$ cat src/rtl/alu_share_pkg.sv
// Shared definitions for the ALU sharing controller: ALUCtrl codes and FSM states.
// The helper isIllegalCtrl is only used when ALU_SHARE_ILLEGAL_OP_CHECK_EN is defined.
package alu_share_pkg;

   localparam logic [3:0] ALU_AND  = 4'b0000;
   localparam logic [3:0] ALU_OR   = 4'b0001;
   localparam logic [3:0] ALU_ADD  = 4'b0010;
   localparam logic [3:0] ALU_SLL  = 4'b0011;
   localparam logic [3:0] ALU_SRL  = 4'b0100;
   localparam logic [3:0] ALU_SUB  = 4'b0110;
   localparam logic [3:0] ALU_SLT  = 4'b0111;
   localparam logic [3:0] ALU_ADDU = 4'b1000;
   localparam logic [3:0] ALU_SUBU = 4'b1001;
   localparam logic [3:0] ALU_XOR  = 4'b1010;
   localparam logic [3:0] ALU_SLTU = 4'b1011;
   localparam logic [3:0] ALU_NOR  = 4'b1100;
   localparam logic [3:0] ALU_SRA  = 4'b1101;
   localparam logic [3:0] ALU_LUI  = 4'b1110;

   typedef enum logic [1:0] {
      ST_IDLE = 2'd0,
      ST_WAIT = 2'd1,
      ST_RESP = 2'd2
   } state_t;

   // 0101 and 1111 are the two codes the ALU does not implement.
   function automatic logic isIllegalCtrl(input logic [3:0] code);
      return (code == 4'b0101) || (code == 4'b1111);
   endfunction

endpackage

$ cat src/rtl/rr_arb2.sv
// Two-way round-robin grant: a lone valid requester wins, a tie goes to the
// requester that was not granted last. Purely combinational, grants are one-hot or zero.
module rr_arb2 (
   input  logic valid0,
   input  logic valid1,
   input  logic lastGrant,
   output logic gnt0,
   output logic gnt1
);

   assign gnt0 = valid0 & (~valid1 | lastGrant);
   assign gnt1 = valid1 & (~valid0 | ~lastGrant);

endmodule

$ cat src/rtl/alu_share_ctrl.sv
// Shares one ALU between two requesters: round-robin accept, hold operands for a settle
// window, capture BusW/Zero, return with owner ID. Option: ALU_SHARE_ILLEGAL_OP_CHECK_EN.
module alu_share_ctrl
   import alu_share_pkg::*;
#(
   parameter int N             = 32,
   parameter int SETTLE_CYCLES = 3
) (
   input  logic         CLK,
   input  logic         Reset_L,
   input  logic         req0_valid,
   output logic         req0_ready,
   input  logic [N-1:0] req0_a,
   input  logic [N-1:0] req0_b,
   input  logic [3:0]   req0_ctrl,
   input  logic         req1_valid,
   output logic         req1_ready,
   input  logic [N-1:0] req1_a,
   input  logic [N-1:0] req1_b,
   input  logic [3:0]   req1_ctrl,
   output logic [N-1:0] alu_busa,
   output logic [N-1:0] alu_busb,
   output logic [3:0]   alu_ctrl,
   input  logic [N-1:0] alu_busw,
   input  logic         alu_zero,
   output logic         rsp_valid,
   input  logic         rsp_ready,
   output logic         rsp_id,
   output logic [N-1:0] rsp_result,
   output logic         rsp_zero,
   output logic         rsp_err,
   output state_t       dbgState
);

   localparam int CW = (SETTLE_CYCLES > 1) ? $clog2(SETTLE_CYCLES) : 1;

   state_t         state;
   logic [CW-1:0]  cnt;
   logic           lastGrant;
   logic           gnt0;
   logic           gnt1;
   logic           accept;
   logic           selId;
   logic [N-1:0]   selA;
   logic [N-1:0]   selB;
   logic [3:0]     selCtrl;

   rr_arb2 uArb (
      .valid0    (req0_valid),
      .valid1    (req1_valid),
      .lastGrant (lastGrant),
      .gnt0      (gnt0),
      .gnt1      (gnt1)
   );

   // Handshake rule: an op transfers on a rising edge where reqX_valid and reqX_ready are
   // both high; a result transfers where rsp_valid and rsp_ready are both high.
   assign req0_ready = (state == ST_IDLE) & gnt0;
   assign req1_ready = (state == ST_IDLE) & gnt1;
   assign accept     = req0_ready | req1_ready;
   assign selId      = gnt1;
   assign selA       = gnt1 ? req1_a    : req0_a;
   assign selB       = gnt1 ? req1_b    : req0_b;
   assign selCtrl    = gnt1 ? req1_ctrl : req0_ctrl;
   assign dbgState   = state;

`ifndef ALU_SHARE_ILLEGAL_OP_CHECK_EN
   assign rsp_err = 1'b0;
`endif

   always_ff @(posedge CLK or negedge Reset_L) begin
      if (!Reset_L) begin
         state      <= ST_IDLE;
         cnt        <= '0;
         lastGrant  <= 1'b1;
         alu_busa   <= '0;
         alu_busb   <= '0;
         alu_ctrl   <= ALU_AND;
         rsp_valid  <= 1'b0;
         rsp_id     <= 1'b0;
         rsp_result <= '0;
         rsp_zero   <= 1'b0;
`ifdef ALU_SHARE_ILLEGAL_OP_CHECK_EN
         rsp_err    <= 1'b0;
`endif
      end else begin
         case (state)
            ST_IDLE: begin
               if (accept) begin
                  rsp_id    <= selId;
                  lastGrant <= selId;
`ifdef ALU_SHARE_ILLEGAL_OP_CHECK_EN
                  if (isIllegalCtrl(selCtrl)) begin
                     // Undefined code: answer at once and leave the ALU inputs untouched.
                     rsp_result <= '0;
                     rsp_zero   <= 1'b0;
                     rsp_err    <= 1'b1;
                     rsp_valid  <= 1'b1;
                     state      <= ST_RESP;
                  end else begin
                     alu_busa <= selA;
                     alu_busb <= selB;
                     alu_ctrl <= selCtrl;
                     cnt      <= CW'(SETTLE_CYCLES - 1);
                     rsp_err  <= 1'b0;
                     state    <= ST_WAIT;
                  end
`else
                  alu_busa <= selA;
                  alu_busb <= selB;
                  alu_ctrl <= selCtrl;
                  cnt      <= CW'(SETTLE_CYCLES - 1);
                  state    <= ST_WAIT;
`endif
               end
            end
            ST_WAIT: begin
               if (cnt != '0) begin
                  cnt <= cnt - 1'b1;
               end else begin
                  rsp_result <= alu_busw;
                  rsp_zero   <= alu_zero;
                  rsp_valid  <= 1'b1;
                  state      <= ST_RESP;
               end
            end
            ST_RESP: begin
               if (rsp_ready) begin
                  rsp_valid <= 1'b0;
                  state     <= ST_IDLE;
               end
            end
            default: state <= ST_IDLE;
         endcase
      end
   end

endmodule
$ cat config.mk
export PLATFORM = sky130hd
export DESIGN_NAME = alu_share_ctrl
export DESIGN_NICKNAME = d
export VERILOG_FILES = /design/src/rtl/alu_share_pkg.sv /design/src/rtl/rr_arb2.sv /design/src/rtl/alu_share_ctrl.sv
export SDC_FILE = /design/constraint.sdc
export NUM_CORES = 1
export LEC_CHECK = 0
export ABC_AREA = 1
export BUFFER_PORTS_ARGS = -buffer_cell sky130_fd_sc_hd__buf_2
export CORE_MARGIN = 4
export CORE_UTILIZATION = 41
export CTS_CLUSTER_DIAMETER = 80
export DETAILED_ROUTE_END_ITERATION = 8
export GPL_TIMING_DRIVEN = 1
export PLACE_DENSITY = 0.77
export SYNTH_ARGS = -nofsm -noshare
export SYNTH_HDL_FRONTEND = slang
export SYNTH_SLANG_ARGS = --single-unit
$ cat constraint.sdc
create_clock -name CLK -period 1.32 [get_ports CLK]
set_input_delay 0.066 -clock CLK [delete_from_list [all_inputs] [get_ports CLK]]
set_output_delay 0.066 -clock CLK [all_outputs]
set_load 0.1 [all_outputs]
### Word level (Yosys, flattened, before mapping)

Cells that the tools add are included.
W data, S select, Z words.

| storage, ports and cells | value |
|---|---|
| bits in registers | 108 |
| ROM bits | 0 |
| bits in latches | 0 |
| logic and storage cells | 50 |
| input bits | 174 |
| memories | 0 |
| memory bits (writable) | 0 |

| cells by class | value |
|---|---|
| reduce and logical (&&, ||, !) cells | 9 |
| div/mod/pow operators | 0 |
| shift-type cells | 0 |
| $mul | 0 |
| eq/ne operators | 6 |
| bitwise operators | 11 |
| magnitude comparators | 0 |
| add/sub/neg operators | 1 |
| multiplexer cells | 13 |

Operators with widths:

| cell | number |
|---|---|
| $mux W32 | 2 |
| $mux W2 | 5 |
| $reduce_and A3 Y1 | 3 |
| $ne A2 B2 Y1 const B | 4 |
| $pmux W2 S3 | 1 |
| $reduce_bool A2 Y1 | 3 |
| $and A1 B1 Y1 | 4 |
| $mux W4 | 1 |
| $not A1 Y1 | 4 |
| $pmux W2 S2 | 1 |
| $reduce_and A2 Y1 | 2 |
| $or A1 B1 Y1 | 3 |
| $eq A2 B1 Y1 const B | 1 |
| $eq A2 B2 Y1 const B | 1 |
| $logic_not A2 Y1 | 1 |
| $mux W1 | 2 |
| $pmux W1 S2 | 1 |
| $sub A2 B1 Y2 const B | 1 |

### Depth between registers and ports, before layout

| logic depth | value |
|---|---|
| depth in word-level cells | 7 |
| depth in mapped cells | 8 |
| mapped depth without buffers | 6 |

### Modules after synthesis

A second synthesis with hierarchy kept.

| unflattened totals | value |
|---|---|
| cells, all modules | 695 |
| area, all modules | 5118.7 µm² |

Modules (own cells, without submodules):

| module | sequential area each (µm²) | area each (µm²) | cells an instance | times used |
|---|---|---|---|---|
| alu_share_ctrl | 2703.8 | 5091.1 | 691 | 1 |
| rr_arb2 | 0.0 | 27.5 | 4 | 1 |

### Least setup slack after synthesis

No wires, ideal clock.

| timing | value |
|---|---|
| kind | register to register |
| start point | register state[1], in the netlist dbgState[1] |
| end point | register lastGrant |
| buffers on the path | 1 |
| library setup time | 113 ps |
| setup slack | -931 ps |
| stages on the path, launching flop included | 6 |
| arrival | 2138 ps |
| cells stage by stage | dfrtp_1 > nor2_2 > nand3_2 > buf_4 > inv_1 > o21ai_0 |

| on the way | value |
|---|---|
| word-level cells in the longest chain between the ends | 4 |

RTL lines:

| item | RTL line | source |
|---|---|---|
| from (decl) | alu_share_ctrl.sv:37 | `state_t state;` |
| from (signal assigned) | alu_share_ctrl.sv:73 | `state <= ST_IDLE;` |
| from (signal assigned) | alu_share_ctrl.sv:113 | `state <= ST_WAIT;` |
| from (signal assigned) | alu_share_ctrl.sv:124 | `state <= ST_RESP;` |
| $logic_not A2 Y1 | alu_share_ctrl.sv:58 | `assign req0_ready = (state == ST_IDLE) & gnt0;` |
| $and A1 B1 Y1 | alu_share_ctrl.sv:58 |  |
| net req0_ready | alu_share_ctrl.sv:12 | `output logic req0_ready,` |
| $or A1 B1 Y1 | alu_share_ctrl.sv:60 | `assign accept = req0_ready \| req1_ready;` |
| $reduce_and A2 Y1 (no source line) | -- |  |
| to (signal assigned) | alu_share_ctrl.sv:91 | `lastGrant <= selId;` |
| to (decl) | alu_share_ctrl.sv:39 | `logic lastGrant;` |

The timed path passes the listed nets, and every way through them passes these cells.
A chain may end at the register's enable or synchronous reset.

### Worst setup path in the final report

| timing | value |
|---|---|
| start point | register state[0], in the netlist dbgState[0] |
| end point | output req1_ready |

| on the way | value |
|---|---|
| word-level cells in the longest chain between the ends | 2 |

RTL lines:

| item | RTL line | source |
|---|---|---|
| $logic_not A2 Y1 | alu_share_ctrl.sv:59 | `assign req1_ready = (state == ST_IDLE) & gnt1;` |
| $and A1 B1 Y1 | alu_share_ctrl.sv:59 |  |
| to (decl) | alu_share_ctrl.sv:17 | `output logic req1_ready,` |

No other way between the ends.

==> summary.md <==
| Metric | Value |
|---|---|
| Outcome | finished with violations |
| Failing checks | negative setup slack |
| CP endpoint kind | primary output |
| Largest family of logic cells by synthesized area | simple AND/OR/NAND/NOR gates |
| Post-synth top area cell | dfrtp_1 |
| Vias in the first global route | 5742 |
| Post-synthesis compound-gate area fraction | 0.281% |
| Synth Instances | 710 |
| Core Region | 12700 sq um |
| GRT Overall Usage | 24.5% |
| Ys Warns | 0 |
| Area contributors post-synth | dfrtp_1, nand2_1, nand3_1 |
| Crit Path Max Fanout | 3 |
| RSZ-0062 raised after global routing | yes |
| CTS Buf Count | 9 |
| HPWL after DPL | 12600 um |
| CP arrival | 1.52 ns |
| DIE WIDTH | 122 um |
| Final hold vios | 0 |
| Number of flops mapped to enable cells by yosys | 0 |
| Residual DRC | 0 |
| Area growth from synthesis to layout | 64.2% |
| Max Slew Vio Count | 0 |
| Top FF cell, synth | dfrtp_1 |
| Buffers & Inverters on Critical Path | 3 |
| Placer congestion estimate | 0.790 |
| Worst Path Required | 1.25 ns |
| Post-Syn Nets | 885 |
| Flop-to-flop setup slack | -0.18 ns |
| #FFs+latches synth | 108 |
| First-pass GRT wire length | 28700 um |
| Asr flop ratio synth | 100% |
| Avg WL per Cell | 15.9 um |
| Final wirelength | 19700 um |
| Largest net degree at the start of global routing | 45 |
| Worst Setup Slack, final | -0.271 ns |
| # setup viols final | 74 |
| Mapped Avg Cell Area | 7.53 sq um |
| Post-DRT Antenna Nets | 0 |
| Fmax | 629 MHz |
| Hold Crit Class | primary input to flop |
| Initial antenna violation count | 0 |
| Initial Utilization | 42.2% |
| Std cell rows | 41 |
| Ant diodes | 0 |
| Min Tclk post-route | 1.59 ns |
| Fin Clk Skew | 0.00838 ns |
| IO Pins | 282 |
| Initial DRC count | 382 |
| Filler Cell Count | 1056 |
| Worst path most repeated cell | buf_12 |
| CTS sink count | 108 |
| Clock Tree Root | clkbuf_16 |
| Crit path max-delay family | flip-flops |
| Maximum buffer depth of the clock tree | 2 |
| Final nets | 1238 |
| Placed Cells | 1142 |
| Area share of the largest cell type after synthesis | 50.1% |
| Tightest Pin Transition | 0.519 ns |
| Worst path slowest cell | dfrtp_4 |
| Clk pin slew, worst setup/hold paths | 0.07 ns |
| DR vias/cell | 5.01 |
| Fin cells | 1240 |
| Max_slew headroom | 65.6% |
| CTS tree | built |
| Synthesized area | 5350 sq um |
| Grt total ovfl | 0 |
| DR vias | 6210 |
| Part of the cycle the worst path needs | 121% |
| Max-cap violations | 0 |
| Xor/xnor share of the synthesized area | 0% |
| Die H | 122 um |
| Worst setup SP type | flop |
| DIE AREA | 14900 sq um |
| Crit path kind | flop to primary output |
| CP cell instances | nor2_4 > nand3_4 > buf_12 > clkinvlp_4 > buf_12 |
| Post-Synth Simple-Gate Area | 42.3% |
| Yosys cell types | 20 |
| Max incr delay on CP | 0.49 ns |
| Port bufs | 280 |
| DRT Pass-1 Iters | 5 |
| Post-synthesis mux area share | 0% |
| Top cells by count, synth | nand2_1, nand3_1, dfrtp_1, buf_2, buf_4 |
| Clk_lat worst skew | 0.34 ns |
| H-tree level count | 3 |
| Count leader, synth | nand2_1 |
| Fraction of layout cells with a size suffix above 1 | 39.9% |
| Seq/Total Area, Yosys | 50.6% |
| Fraction of the mapped netlist area in adder cells | 0.234% |
==> metrics by stage <==
step                      hold slack [ns]  util (%)  cell area [sq um]  setup WS, ns  TNS, ns
after floorplan                    -0.230         -               5410        -0.365   -11.21
after global placement           -0.00384      56.7               7180       -0.0409    -1.33
after detailed placement         -0.00454      56.7               7180       -0.0904    -3.69
after CTS                        0.000375      66.0               8370        -0.238   -10.95
after global routing               0.0293      69.3               8770        -0.322   -16.46
final                             0.00983      69.3               8770        -0.271   -11.42
==> layer usage <==
layer	share of wire [%]	track usage (%)	wire, um	vias to the layer above
met5	0	0	0	-
met4	2.7	9.38	534	0
met3	6.9	4.60	1350	60
met2	50	43.3	9900	287
met1	40	29.6	7880	2883
li1	-	-	-	2980
==> cell families after synthesis <==
logic type,after synthesis
and+or+nand+nor,534
DFF,108
buffers and inverters,63
AOI/OAI and AO/OA,3
adders and majority gates,1
other,1
==> what timing repair did <==
action,CTS,global route
pin swaps,4,11
hold buffers,49,0
endpoints found under the setup margin,90,107
setup buffers,9,13
gates cloned,6,5
gates resized for setup,31,53
hold endpoints to repair,155,0
==> registers in the layout, summed over array words and instances, names as in the netlist <==
register    cells
rsp_valid       1
cnt             2
lastGrant       1
alu_ctrl        4
rsp_id          1
alu_busa       32
rsp_zero        1
rsp_result     32
alu_busb       32
dbgState        2
==> path summary, 6_finish.rpt <==
kind	from	to	cells past startpoint
worst max-delay path	dbgState[0]$_DFFE_PN0P_	req1_ready	5
worst min-delay path	req0_a[4]	alu_busa[4]$_DFFE_PN0P_	5
worst max register to register	dbgState[0]$_DFFE_PN0P_	alu_busb[9]$_DFFE_PN0P_	7
worst min register to register	rsp_result[3]$_DFFE_PN0P_	rsp_result[3]$_DFFE_PN0P_	2
max in group asynchronous	Reset_L	lastGrant$_DFFE_PN1P_	3
min in group asynchronous	Reset_L	rsp_result[4]$_DFFE_PN0P_	2
==> area by class of cell <==
cell class | instances | area [sq um] | area share, %
repair buffers | 398 | 2960 | 33.8
flip-flops and latches | 108 | 2710 | 30.9
multi-input cells | 539 | 2550 | 29.0
clock buffers | 10 | 239 | 2.72
well taps | 172 | 215 | 2.45
clock inverters | 6 | 63.8 | 0.727
inverters | 7 | 33.8 | 0.385
==> worst reg2reg max path, stage by stage (launching register included) <==
cell and delay [ns]:
dfrtp_4 0.49, nor2_4 0.19, nand3_4 0.10, buf_6 0.16
buf_4 0.14, buf_12 0.16, nand3_1 0.09, nand2_1 0.06
==> cell usage in the layout (no fill, tap or decap), types with 2 or more instances in the layout <==
master         instances
nor2_4                 2
buf_2                274
nand4_1                2
dlygate4sd3_1         49
buf_4                 26
buf_6                 14
nand3_2               33
nand2_4                3
inv_2                  2
nand3_1              140
nand3_4                3
clkinvlp_4             4
dfrtp_1              105
clkbuf_16             12
buf_12                25
inv_1                  3
buf_16                 6
dfrtp_4                2
nand2_1              338
clkinv_2               2
nand2_2               11
Power is left out: the tool's default activity adds up to more than one toggle a clock period on the data nets, which glitch-free logic cannot reach.
